===== config.mk =====
export PLATFORM = sky130hd
export DESIGN_NAME = uart_rx_buffer
export DESIGN_NICKNAME = d
export VERILOG_FILES = /design/src/rtl/uart_rx_buffer.sv
export SDC_FILE = /design/constraint.sdc
export NUM_CORES = 1
export LEC_CHECK = 0
export CAP_MARGIN = 10
export CORE_ASPECT_RATIO = 1.2
export CORE_MARGIN = 3
export CORE_UTILIZATION = 53
export CTS_BUF_LIST = sky130_fd_sc_hd__clkbuf_16
export CTS_CLUSTER_DIAMETER = 80
export DETAILED_ROUTE_END_ITERATION = 12
export PLACE_DENSITY = 0.76
export SYNTH_ARGS = -nofsm -noshare
export SYNTH_HDL_FRONTEND = slang
export SYNTH_SLANG_ARGS = --single-unit

===== constraint.sdc =====
create_clock -name clk -period 2.9 [get_ports clk]
set_clock_uncertainty 0.2 [all_clocks]
set_input_delay 0.435 -clock clk [delete_from_list [all_inputs] [get_ports clk]]
set_output_delay 0.435 -clock clk [all_outputs]
set_load 0.1 [all_outputs]

===== src/rtl/uart_rx_buffer.sv =====
// 8N1 UART receiver with oversampled start/data/stop sampling feeding a small
// first-word-fall-through byte FIFO with frame-error and overrun pulses.
module uart_rx_buffer #(
    parameter int OVERSAMPLE = 16,
    parameter int DEPTH      = 4
) (
    input  logic       clk,
    input  logic       reset,
    input  logic       tick,
    input  logic       rx,
    input  logic       rd_en,
    output logic [7:0] data_out,
    output logic       empty,
    output logic       full,
    output logic       frame_err,
    output logic       overrun,
    output logic [1:0] state_out
);

    localparam int CW = $clog2(OVERSAMPLE);
    localparam int AW = $clog2(DEPTH);

    localparam logic [CW-1:0] HALF_M1  = CW'(OVERSAMPLE / 2 - 1);
    localparam logic [CW-1:0] FULL_M1  = CW'(OVERSAMPLE - 1);
    localparam logic [AW:0]   FULL_CNT = (AW + 1)'(DEPTH);

    localparam logic [1:0] ST_IDLE  = 2'd0;
    localparam logic [1:0] ST_START = 2'd1;
    localparam logic [1:0] ST_DATA  = 2'd2;
    localparam logic [1:0] ST_STOP  = 2'd3;

    logic          r_rx_meta;
    logic          r_rx_s;
    logic [1:0]    r_state;
    logic [CW-1:0] r_cnt;
    logic [2:0]    r_bit;
    logic [7:0]    r_shift;
    logic [7:0]    r_mem [DEPTH];
    logic [AW-1:0] r_wr;
    logic [AW-1:0] r_rd;
    logic [AW:0]   r_count;
    logic          r_frame_err;
    logic          r_overrun;

    logic w_stop_sample;
    logic w_good;
    logic w_pop;
    logic w_push;
    logic w_drop;

    assign empty     = (r_count == '0);
    assign full      = (r_count == FULL_CNT);
    assign data_out  = empty ? 8'h00 : r_mem[r_rd];
    assign frame_err = r_frame_err;
    assign overrun   = r_overrun;
    assign state_out = r_state;

    assign w_stop_sample = tick && (r_state == ST_STOP) && (r_cnt == FULL_M1);
    assign w_good        = w_stop_sample && r_rx_s;
    assign w_pop         = rd_en && !empty;
    // A pop in the stop-sample cycle frees the slot the new byte needs.
    assign w_push        = w_good && (!full || w_pop);
    assign w_drop        = w_good && full && !w_pop;

    // Synchronizer resets to the idle line level so release never fakes a start bit.
    always_ff @(posedge clk or negedge reset) begin
        if (!reset) begin
            r_rx_meta <= 1'b1;
            r_rx_s    <= 1'b1;
        end else begin
            r_rx_meta <= rx;
            r_rx_s    <= r_rx_meta;
        end
    end

    always_ff @(posedge clk or negedge reset) begin
        if (!reset) begin
            r_state <= ST_IDLE;
            r_cnt   <= '0;
            r_bit   <= '0;
            r_shift <= 8'h00;
        end else if (tick) begin
            case (r_state)
                ST_IDLE: begin
                    if (!r_rx_s) begin
                        r_state <= ST_START;
                        r_cnt   <= '0;
                    end
                end
                ST_START: begin
                    if (r_cnt == HALF_M1) begin
                        r_state <= r_rx_s ? ST_IDLE : ST_DATA;
                        r_cnt   <= '0;
                        r_bit   <= '0;
                    end else begin
                        r_cnt <= r_cnt + 1'b1;
                    end
                end
                ST_DATA: begin
                    if (r_cnt == FULL_M1) begin
                        r_shift <= {r_rx_s, r_shift[7:1]};
                        r_cnt   <= '0;
                        r_bit   <= r_bit + 1'b1;
                        if (r_bit == 3'd7) begin
                            r_state <= ST_STOP;
                        end
                    end else begin
                        r_cnt <= r_cnt + 1'b1;
                    end
                end
                default: begin
                    if (r_cnt == FULL_M1) begin
                        r_state <= ST_IDLE;
                        r_cnt   <= '0;
                    end else begin
                        r_cnt <= r_cnt + 1'b1;
                    end
                end
            endcase
        end
    end

    always_ff @(posedge clk or negedge reset) begin
        if (!reset) begin
            r_frame_err <= 1'b0;
            r_overrun   <= 1'b0;
        end else begin
            r_frame_err <= w_stop_sample && !r_rx_s;
            r_overrun   <= w_drop;
        end
    end

    always_ff @(posedge clk or negedge reset) begin
        if (!reset) begin
            for (int i = 0; i < DEPTH; i++) begin
                r_mem[i] <= 8'h00;
            end
            r_wr    <= '0;
            r_rd    <= '0;
            r_count <= '0;
        end else begin
            if (w_push) begin
                r_mem[r_wr] <= r_shift;
                r_wr        <= r_wr + 1'b1;
            end
            if (w_pop) begin
                r_rd <= r_rd + 1'b1;
            end
            case ({w_push, w_pop})
                2'b10:   r_count <= r_count + 1'b1;
                2'b01:   r_count <= r_count - 1'b1;
                default: r_count <= r_count;
            endcase
        end
    end

endmodule


==> results.yml, run 1 <==
outcome:
  status: "finished clean"
pwr:
  ir_drop_uv: 714
  power_density_mw_per_mm2: 811
  p_leak_nw: 1.66
  power.total_w: 0.00281
synth:
  synth-simple-area-share_pct: 9.71
  ys_seq_area_share_pct: 53.6
  synth_top_area_share_pct: 51.7
  async_flop_share_pct: 100
  synth_compound_area_share_pct: 4.59
  yosysWarnings: 0
  yosys-mux-area-fraction_pct: 23.9
  synth_seq_cells: 60
  synth_top_family_by_area: "multiplexers"
  synth_commonest_cells: "dfrtp_1 (58), mux2_2 (37), nand2_1 (9), nor2b_1 (9)"
  yosysMostFrequentCell: "dfrtp_1"
  yosysTopAreaCell: "dfrtp_1"
  ys.flop_type: "dfrtp_1"
  synth_cell_types: 43
  synth_edf_count: 0
  syn-cell-area_sq_mm: 0.00281
  yosys.area_share.xor_xnor_pct: 2.18
  synth_area_leaders: "dfrtp_1 (52%), mux2_2 (15%), mux4_2 (6.4%)"
  synth.avg_cell_area_sq_um: 13.8
  synthCells: 204
  synth_nets: 218
  synthAdderAreaFrac_pct: 4.28
floorplan:
  start_util_pct: 56.0
  rows: 28
  die_w_um: 72.4
  dieArea_sq_mm: 0.00621
  io_pins: 19
  die_h_um: 85.7
  core-area_sq_mm: 0.00501
drt:
  drt_iter0_drc: 70
  viasPerCell: 5.71
  vias: 1713
  drc: 0
  antenna_left: 0
  wl_per_cell_um: 17.0
  drt-pass1-iter-count: 4
  totalWireLength_um: 5090
place:
  port_buffers: 18
  dp_hpwl_um: 3360
  routabilityCongestion: 0.746
  dp_cells: 285
clock_network:
  clk_pin_slew_ps: 40
  cts_htree_levels: 3
  cts_tree: "yes"
  cts.sinks: 60
  clockBufferDepth: 2
  clk_latency_ps: 320
  cts_buffers: 9
  cts_root_buf: "clkbuf_16"
critical_path:
  timing.critical_path.from: "rd_en"
  criticalPathCategory: "primary input to flip-flop"
  rr_endpoint: "r_count[2]$_DFFE_PN0P_"
  reg2reg_depth: 10
  critPathLaunchType: "primary input"
  cp_max_fo: 2
  ff2ff_setup_slack_ps: 510
  cp-endpoint: "r_count[2]$_DFFE_PN0P_"
  reg2reg_from: "r_count[0]$_DFFE_PN0P_"
  end_kind: "flip-flop"
  critPathRequiredTime_ps: 2930
  cp.arrival_ps: 2460
timing:
  rsz0062_at_grt: "false"
  post-route-period-util_pct: 83.7
  tns_ps: 0
  clock.fmax_ghz: 0.412
  min_period_ps: 2430
  hold_ws_ps: 155
  setup_viol: 0
  slew_headroom_pct: 58.5
  worst_slew_pin_slew_ps: 623
  finalHoldViolations: 0
  drv_slew: 0
cells_and_area:
  layout.cells.non_filler: 300
  final_util_pct: 69.1
  drive_above_1_share_pct: 38.3
  regArea_sq_mm: 0.00151
  n_antenna_cell: 0
  synthToLayoutAreaGrowth_pct: 23.2
  n_fill_cell: 365
  nets: 251
  multi_input_area_sq_mm: 0.00126
grt:
  grt_remaining_overflow: 0
  grt_antenna_before_repair: 0
  grt_max_degree: 36
  grt_pass1_vias: 1745
  grt_pass1_wl_um: 8670
  grt_usage_pct: 18.9
run:
  maxCapViolations: 0
min_path:
  holdCritPathClass: "flip-flop to flip-flop"
==> report_power, final <==
part	total, W	switching [W]	internal, W
clock network	0.000962	0.000322	0.000640
registers	0.00109	0.000159	0.000933
logic	0.000751	0.000458	0.000293
==> registers in the layout, indices dropped and copies added (netlist names) <==
signal     cells
overrun        1
r_rd           2
frame_err      1
r_rx_s         1
r_wr           2
r_mem         32
r_rx_meta      1
r_cnt          4
r_bit          3
r_count        3
state_out      2
r_shift        8
==> routing by layer <==
layer  vias to the layer above  GRT usage [%]  wire, um
li1                        811              -         -
met1                       867           24.6      2290
met2                        28           29.0      2550
met3                         7           4.10       143
met4                         0           11.1       102
met5                         -              0         0
==> placed cells by master (no fill, tap or decap), drive strengths merged, types with 4 or more instances in the layout <==
master  count
buf        24
clkbuf      9
clkinv      4
dfrtp      58
ha          8
inv         7
mux2       40
mux2i       4
mux4        8
nand2      13
nor2        6
nor2b       9
o21ai       6
xor2        4
==> cell type report <==
cell class | instances | share of cell area [%]
flip-flops and latches | 60 | 43.5
multi-input cells | 131 | 36.6
repair buffers | 28 | 9.19
clock inverters | 5 | 1.30
clock buffers | 9 | 6.51
inverters | 7 | 0.759
well taps | 60 | 2.17
==> per-stage QoR <==
step | instance area (sq um) | setup slack, ps
2_1_floorplan | 2820 | 32.6
3_3_place_gp | 3180 | 194
3_5_place_dp | 3180 | 139
4_1_cts | 3460 | 457
5_1_grt | 3460 | 298
6_report | 3460 | 474
==> cell families (layout without fill, tap and decap cells) <==
group / after synthesis / after routing
flops: 60 / 60
fa+ha+maj: 9 / 9
xor+xnor: 7 / 7
buf+inv: 13 / 49
mux: 52 / 52
compound gates: 18 / 18
simple gates: 45 / 45
==> how the worst min path moves through the flow <==
stage | depth (start not counted) | to | from
after detailed placement | 0 | r_rx_s$_DFF_PN1_ | r_rx_meta$_DFF_PN1_
after CTS | 0 | r_rx_s$_DFF_PN1_ | r_rx_meta$_DFF_PN1_
after global routing | 0 | r_rx_s$_DFF_PN1_ | r_rx_meta$_DFF_PN1_
final | 0 | r_rx_s$_DFF_PN1_ | r_rx_meta$_DFF_PN1_
after floorplan | 0 | frame_err$_DFF_PN0_ | reset
after global placement | 0 | r_rx_s$_DFF_PN1_ | r_rx_meta$_DFF_PN1_
==> critical path, stage by stage <==
cell and delay (ps):
clkdlybuf4s50_1 410, nor4b_1 300, buf_4 190, nor4_4 40, inv_1 60, ha_1 170
inv_1 60, fa_1 370, xor2_1 150, nor2_1 110, xor2_1 170
==> timing repair <==
item / CTS / global route
endpoints found under the hold margin: 25 / 0
hold buffers: 1 / 0
setup buffers: 0 / 0
resized for setup: 0 / 0
setup endpoints to repair: 0 / 0
Power figures use the tool's default switching activity.
==> run 2: changes to the inputs <==
--- a/config.mk
+++ b/config.mk
@@ -8,11 +8,11 @@
 export CAP_MARGIN = 10
 export CORE_ASPECT_RATIO = 1.2
 export CORE_MARGIN = 3
-export CORE_UTILIZATION = 53
+export CORE_UTILIZATION = 52
 export CTS_BUF_LIST = sky130_fd_sc_hd__clkbuf_16
 export CTS_CLUSTER_DIAMETER = 80
 export DETAILED_ROUTE_END_ITERATION = 12
-export PLACE_DENSITY = 0.76
+export PLACE_DENSITY = 0.77
 export SYNTH_ARGS = -nofsm -noshare
 export SYNTH_HDL_FRONTEND = slang
 export SYNTH_SLANG_ARGS = --single-unit
==> constraint.sdc (replaced) <==
create_clock -name clk -period 2.08 [get_ports clk]
set_clock_uncertainty 0.2 [all_clocks]
set_input_delay 0.312 -clock clk [delete_from_list [all_inputs] [get_ports clk]]
set_output_delay 0.312 -clock clk [all_outputs]
set_load 0.1 [all_outputs]
==> results.yml, run 2 (same netlist as run 1, synthesis figures left out) <==
cells_and_area:
  drive_above_1_share_pct: 51.1
  final_util_pct: 75.9
  final_common_cell: "dfrtp_1"
  n_antenna_cell: 0
  final_area_sq_mm: 0.00385
  nets: 273
  largest_reg_flops: 32
  largestRegisters: "r_mem: 32 flops, r_shift: 8 flops, r_cnt: 4 flops"
  final_cell_mix: "dfrtp_1 (56), mux2_2 (37), buf_4 (28), buf_12 (14), clkbuf_16 (10)"
  layout.cells.non_filler: 324
  regMostFlops: "r_mem"
  n_fill_cell: 307
  synthToLayoutAreaGrowth_pct: 37.3
pwr:
  power_density_mw_per_mm2: 1180
  ir_drop_uv: 897
  power.total_w: 0.00456
  p_leak_nw: 1.83
clock_network:
  clk_pin_slew_ps: 50
  clk_latency_ps: 320
  cts_buffers: 9
  cts_root_buf: "clkbuf_16"
  clockBufferDepth: 2
  cts_tree: "yes"
  cts.sinks: 60
  cts_htree_levels: 3
run:
  maxCapViolations: 0
critical_path:
  criticalPathCategory: "flip-flop to output pin"
  critPathLaunchType: "flip-flop"
  reg2reg_depth: 10
  cp.arrival_ps: 1700
  end_kind: "output pin"
  critPathRequiredTime_ps: 1570
  cp_max_fo: 5
floorplan:
  io_pins: 19
  start_util_pct: 55.3
  die_h_um: 86.5
  core-area_sq_mm: 0.00508
  die_w_um: 73.1
  dieArea_sq_mm: 0.00632
  rows: 28
outcome:
  violations: "setup timing"
  status: "finished with violations"
drt:
  totalWireLength_um: 5550
  antenna_left: 0
  drt-pass1-iter-count: 4
  drc: 0
  wl_per_cell_um: 17.1
  vias: 1777
  viasPerCell: 5.48
  drt_iter0_drc: 83
min_path:
  holdCritPathClass: "flip-flop to flip-flop"
  hold_depth: 0
place:
  port_buffers: 18
  dp_hpwl_um: 3500
  dp_cells: 302
  routabilityCongestion: 0.806
  placed_cell_area_sq_mm: 0.00341
timing:
  drv_slew: 0
  slew_headroom_pct: 67.5
  worst_slack_ps: -133
  setup_viol: 10
  worst_slew_pin_slew_ps: 487
  finalHoldViolations: 0
  rsz0062_at_grt: "true"
  clock.fmax_ghz: 0.452
  min_period_ps: 2210
  post-route-period-util_pct: 106
grt:
  grt_pass1_vias: 1842
  grt_max_degree: 46
  grt_antenna_before_repair: 0
  grt_remaining_overflow: 0
  grt_pass1_wl_um: 9220
  grt_usage_pct: 19.7
-- run 2: changes by cell type in the layout (fill, tap and decap cells not counted), moves of 2 or more --
cell / change
buf_4: +13
buf_12: +6
buf_6: +2
dfrtp_4: +2
clkinv_2: +3
nor2b_1: -9
nor2b_4: +8
nand2_1: -2
clkinv_1: -3
-- run 2: cell type report --
cell class	instances	area [sq um]	share of cell area, %
flip-flops and latches	60	1510	39.2
multi-input cells	131	1350	35.1
repair buffers	50	582	15.1
clock buffers	9	225	5.84
clock inverters	7	82.6	2.14
well taps	60	75.1	1.95
inverters	7	26.3	0.682
-- run 2: routing by layer --
layer / up-vias / GRT usage, % / routed length (um)
met5: - / 0 / 0
met4: 0 / 7.05 / 110
met3: 10 / 5.68 / 177
met2: 29 / 32.1 / 2750
met1: 889 / 24.9 / 2510
li1: 849 / - / -
-- run 2: what timing repair did --
item                                    in CTS  in global routing
pin swaps                                    4                  1
setup buffers                                2                  2
gates resized for setup                     15                  1
endpoints found under the setup margin      24                 11
gates cloned                                 0                  1
endpoints found under the hold margin       15                  0
hold buffers                                 1                  0
-- run 2: final timing paths --
path	slack [ps]	startpoint	endpoint
setup reg to reg	-80	r_count[1]$_DFFE_PN0P_	r_count[2]$_DFFE_PN0P_
setup / recovery	-130	r_rd[0]$_DFFE_PN0P_	data_out[2]
max in group asynchronous	810	reset	r_rx_s$_DFF_PN1_
min in group asynchronous	250	reset	r_mem[25]$_DFFE_PN0P_
hold reg to reg	160	r_rx_meta$_DFF_PN1_	r_rx_s$_DFF_PN1_
hold / removal	160	r_rx_meta$_DFF_PN1_	r_rx_s$_DFF_PN1_
-- run 2: power breakdown --
part           total (W)  internal, W  switching (W)
clock network    0.00153      0.00103       0.000498
logic            0.00157     0.000727       0.000846
registers        0.00146      0.00131       0.000151
total            0.00456      0.00307        0.00150
-- run 2: per-stage QoR --
stage	hold slack, ps	setup TNS [ps]	setup slack (ps)
after floorplan	-184	-6640	-642
after global placement	55.7	-8790	-477
after detailed placement	54.5	-10640	-543
after CTS	158	-1150	-142
after global routing	160	-1690	-204
final	157	-947	-133
-- run 2: critical path, stage by stage (launching register included) --
cell	delay, ps
dfrtp_1	400
buf_6	160
mux4_2	510
nor2b_4	150
buf_12	160
==> run 3: changes to the inputs <==
--- a/config.mk
+++ b/config.mk
@@ -10,8 +10,9 @@
 export CORE_MARGIN = 3
 export CORE_UTILIZATION = 52
 export CTS_BUF_LIST = sky130_fd_sc_hd__clkbuf_16
-export CTS_CLUSTER_DIAMETER = 80
+export CTS_CLUSTER_DIAMETER = 50
 export DETAILED_ROUTE_END_ITERATION = 12
+export GPL_TIMING_DRIVEN = 0
 export PLACE_DENSITY = 0.77
 export SYNTH_ARGS = -nofsm -noshare
 export SYNTH_HDL_FRONTEND = slang
==> results.yml, run 3 (same netlist as run 1, synthesis figures left out) <==
outcome:
  status: "finished with violations"
  violations: "setup timing"
critical_path:
  criticalPathCategory: "flip-flop to output pin"
  cp_max_fo: 9
  end_kind: "output pin"
  reg2reg_depth: 9
  slowest_delay_ps: 640
  timing.critical_path.from: "r_rd[1]$_DFFE_PN0P_"
  critPathLaunchType: "flip-flop"
  cp.arrival_ps: 1680
  rr_endpoint: "r_count[2]$_DFFE_PN0P_"
  path_cells: "mux4_2, nor2b_2, buf_12"
  ff2ff_setup_slack_ps: -80
  slowest_stage: "dfrtp_1"
  reg2reg_from: "r_count[0]$_DFFE_PN0P_"
  critPathRequiredTime_ps: 1570
drt:
  antenna_left: 0
  vias: 1772
  wl_per_cell_um: 17.7
  totalWireLength_um: 5520
  drc: 0
  drt_iter0_drc: 123
  viasPerCell: 5.68
  drt-pass1-iter-count: 4
grt:
  grt_antenna_before_repair: 0
  grt_pass1_vias: 1900
  grt_max_degree: 35
  grt_usage_pct: 19.7
  grt_pass1_wl_um: 9280
  grt_remaining_overflow: 0
timing:
  tns_ps: -868
  finalHoldViolations: 0
  setup_viol: 10
  min_period_ps: 2190
  drv_slew: 0
  post-route-period-util_pct: 105
  worst_slew_pin_slew_ps: 957
  hold_ws_ps: 154
  worst_slack_ps: -110
  clock.fmax_ghz: 0.457
  slew_headroom_pct: 36.4
  rsz0062_at_grt: "true"
min_path:
  hold_depth: 0
  hold_end: "r_rx_s$_DFF_PN1_"
  holdCritPathClass: "flip-flop to flip-flop"
  worstHoldStart: "r_rx_meta$_DFF_PN1_"
place:
  dp_cells: 283
  routabilityCongestion: 0.778
  dp_worst_setup_slack_ps: -852
  port_buffers: 18
  dp_hpwl_um: 3320
clock_network:
  clockBufferDepth: 2
  clk_latency_ps: 320
  cts_root_buf: "clkbuf_16"
  cts_tree: "yes"
  clk_pin_slew_ps: 50
  cts_htree_levels: 3
  cts.sinks: 60
  cts_buffers: 9
floorplan:
  dieArea_sq_mm: 0.00632
  start_util_pct: 55.3
  io_pins: 19
  die_w_um: 73.1
  core-area_sq_mm: 0.00508
  die_h_um: 86.5
  rows: 28
run:
  maxCapViolations: 0
pwr:
  power_density_mw_per_mm2: 1170
  p_clk_share_pct: 34.5
  ir_drop_uv: 983
  p_sw_share_pct: 33.6
  comb_power_share_pct: 31.1
  power.internal_w: 0.00292
  p_leak_nw: 1.79
  netSwitchingPower_w: 0.00148
  pwr-share-seq_pct: 34.4
cells_and_area:
  drive_above_1_share_pct: 49.2
  regMostFlops: "r_mem"
  largestRegisters: "r_mem: 32 flops, r_shift: 8 flops, r_cnt: 4 flops"
  largest_reg_flops: 32
  nets: 261
  final_cell_mix: "dfrtp_1 (52), mux2_2 (37), buf_12 (11), buf_4 (11), clkbuf_16 (9)"
  synthToLayoutAreaGrowth_pct: 33.3
  final_common_cell: "dfrtp_1"
  layout.cells.non_filler: 312
  n_antenna_cell: 0
  final_util_pct: 73.7
## run 3: changes by cell type in the layout (fill, tap and decap cells not counted), moves of 4 or more
cell	previous run	this run
dfrtp_1	56	52
dfrtp_2	0	4
buf_4	28	11
nor2b_4	8	4
nor2b_2	1	5
## run 3: cell type report
class / instances / area (sq um)
flip-flops and latches: 60 / 1520
repair buffers: 33 / 385
multi-input cells: 131 / 1390
inverters: 7 / 26.3
clock buffers: 9 / 225
fillers: 338 / 1340
well taps: 60 / 75.1
clock inverters: 7 / 82.6
plain buffers: 5 / 45.0
## run 3: stage by stage
step	total power, W	cell area (sq um)
after floorplan	0.00236	2880
after global placement	0.00259	3130
after detailed placement	0.00262	3150
after CTS	0.00429	3650
after global routing	0.00462	3740
final	0.00439	3740
## run 3: routing by layer
| metal | global-route usage [%] | vias to the layer above | wire length (um) |
|---|---|---|---|
| li1 | - | 827 | - |
| met1 | 25.0 | 901 | 2430 |
| met2 | 31.5 | 38 | 2830 |
| met3 | 5.68 | 6 | 181 |
| met4 | 8.22 | 0 | 74 |
| met5 | 0 | - | 0 |
## run 3: repair_timing
item | 4_1_cts | 5_1_grt
hold buffers | 1 | 0
buffers inserted | 9 | 4
gates resized for setup | 103 | 15
pin swaps | 5 | 5
hold endpoints to repair | 26 | 0
setup endpoints to repair | 58 | 52
## run 3: worst max-delay path, delay by kind of cell, from the launching register on
family / cells / cell delay [ps]
buffers and inverters: 1 / 160
and+or+nand+nor: 1 / 180
DFF: 1 / 640
muxes: 1 / 380
## run 3: power by group through the flow
stage	sequential, W	combinational, W	clock, W
global placement	0.00145	0.00114	0
global route	0.00153	0.00149	0.00160
floorplan	0.00156	0.000792	0
detailed placement	0.00146	0.00117	0
CTS	0.00150	0.00124	0.00154
finish	0.00151	0.00136	0.00152
## run 3: worst max path at each step
stage,end,slack (ps)
after floorplan,r_count[2]$_DFFE_PN0P_,-640
after global placement,state_out[1]$_DFFE_PN0P_,-1760
after detailed placement,r_count[2]$_DFFE_PN0P_,-850
final,data_out[6],-110
after global routing,r_count[2]$_DFFE_PN0P_,-220
after CTS,data_out[5],-140
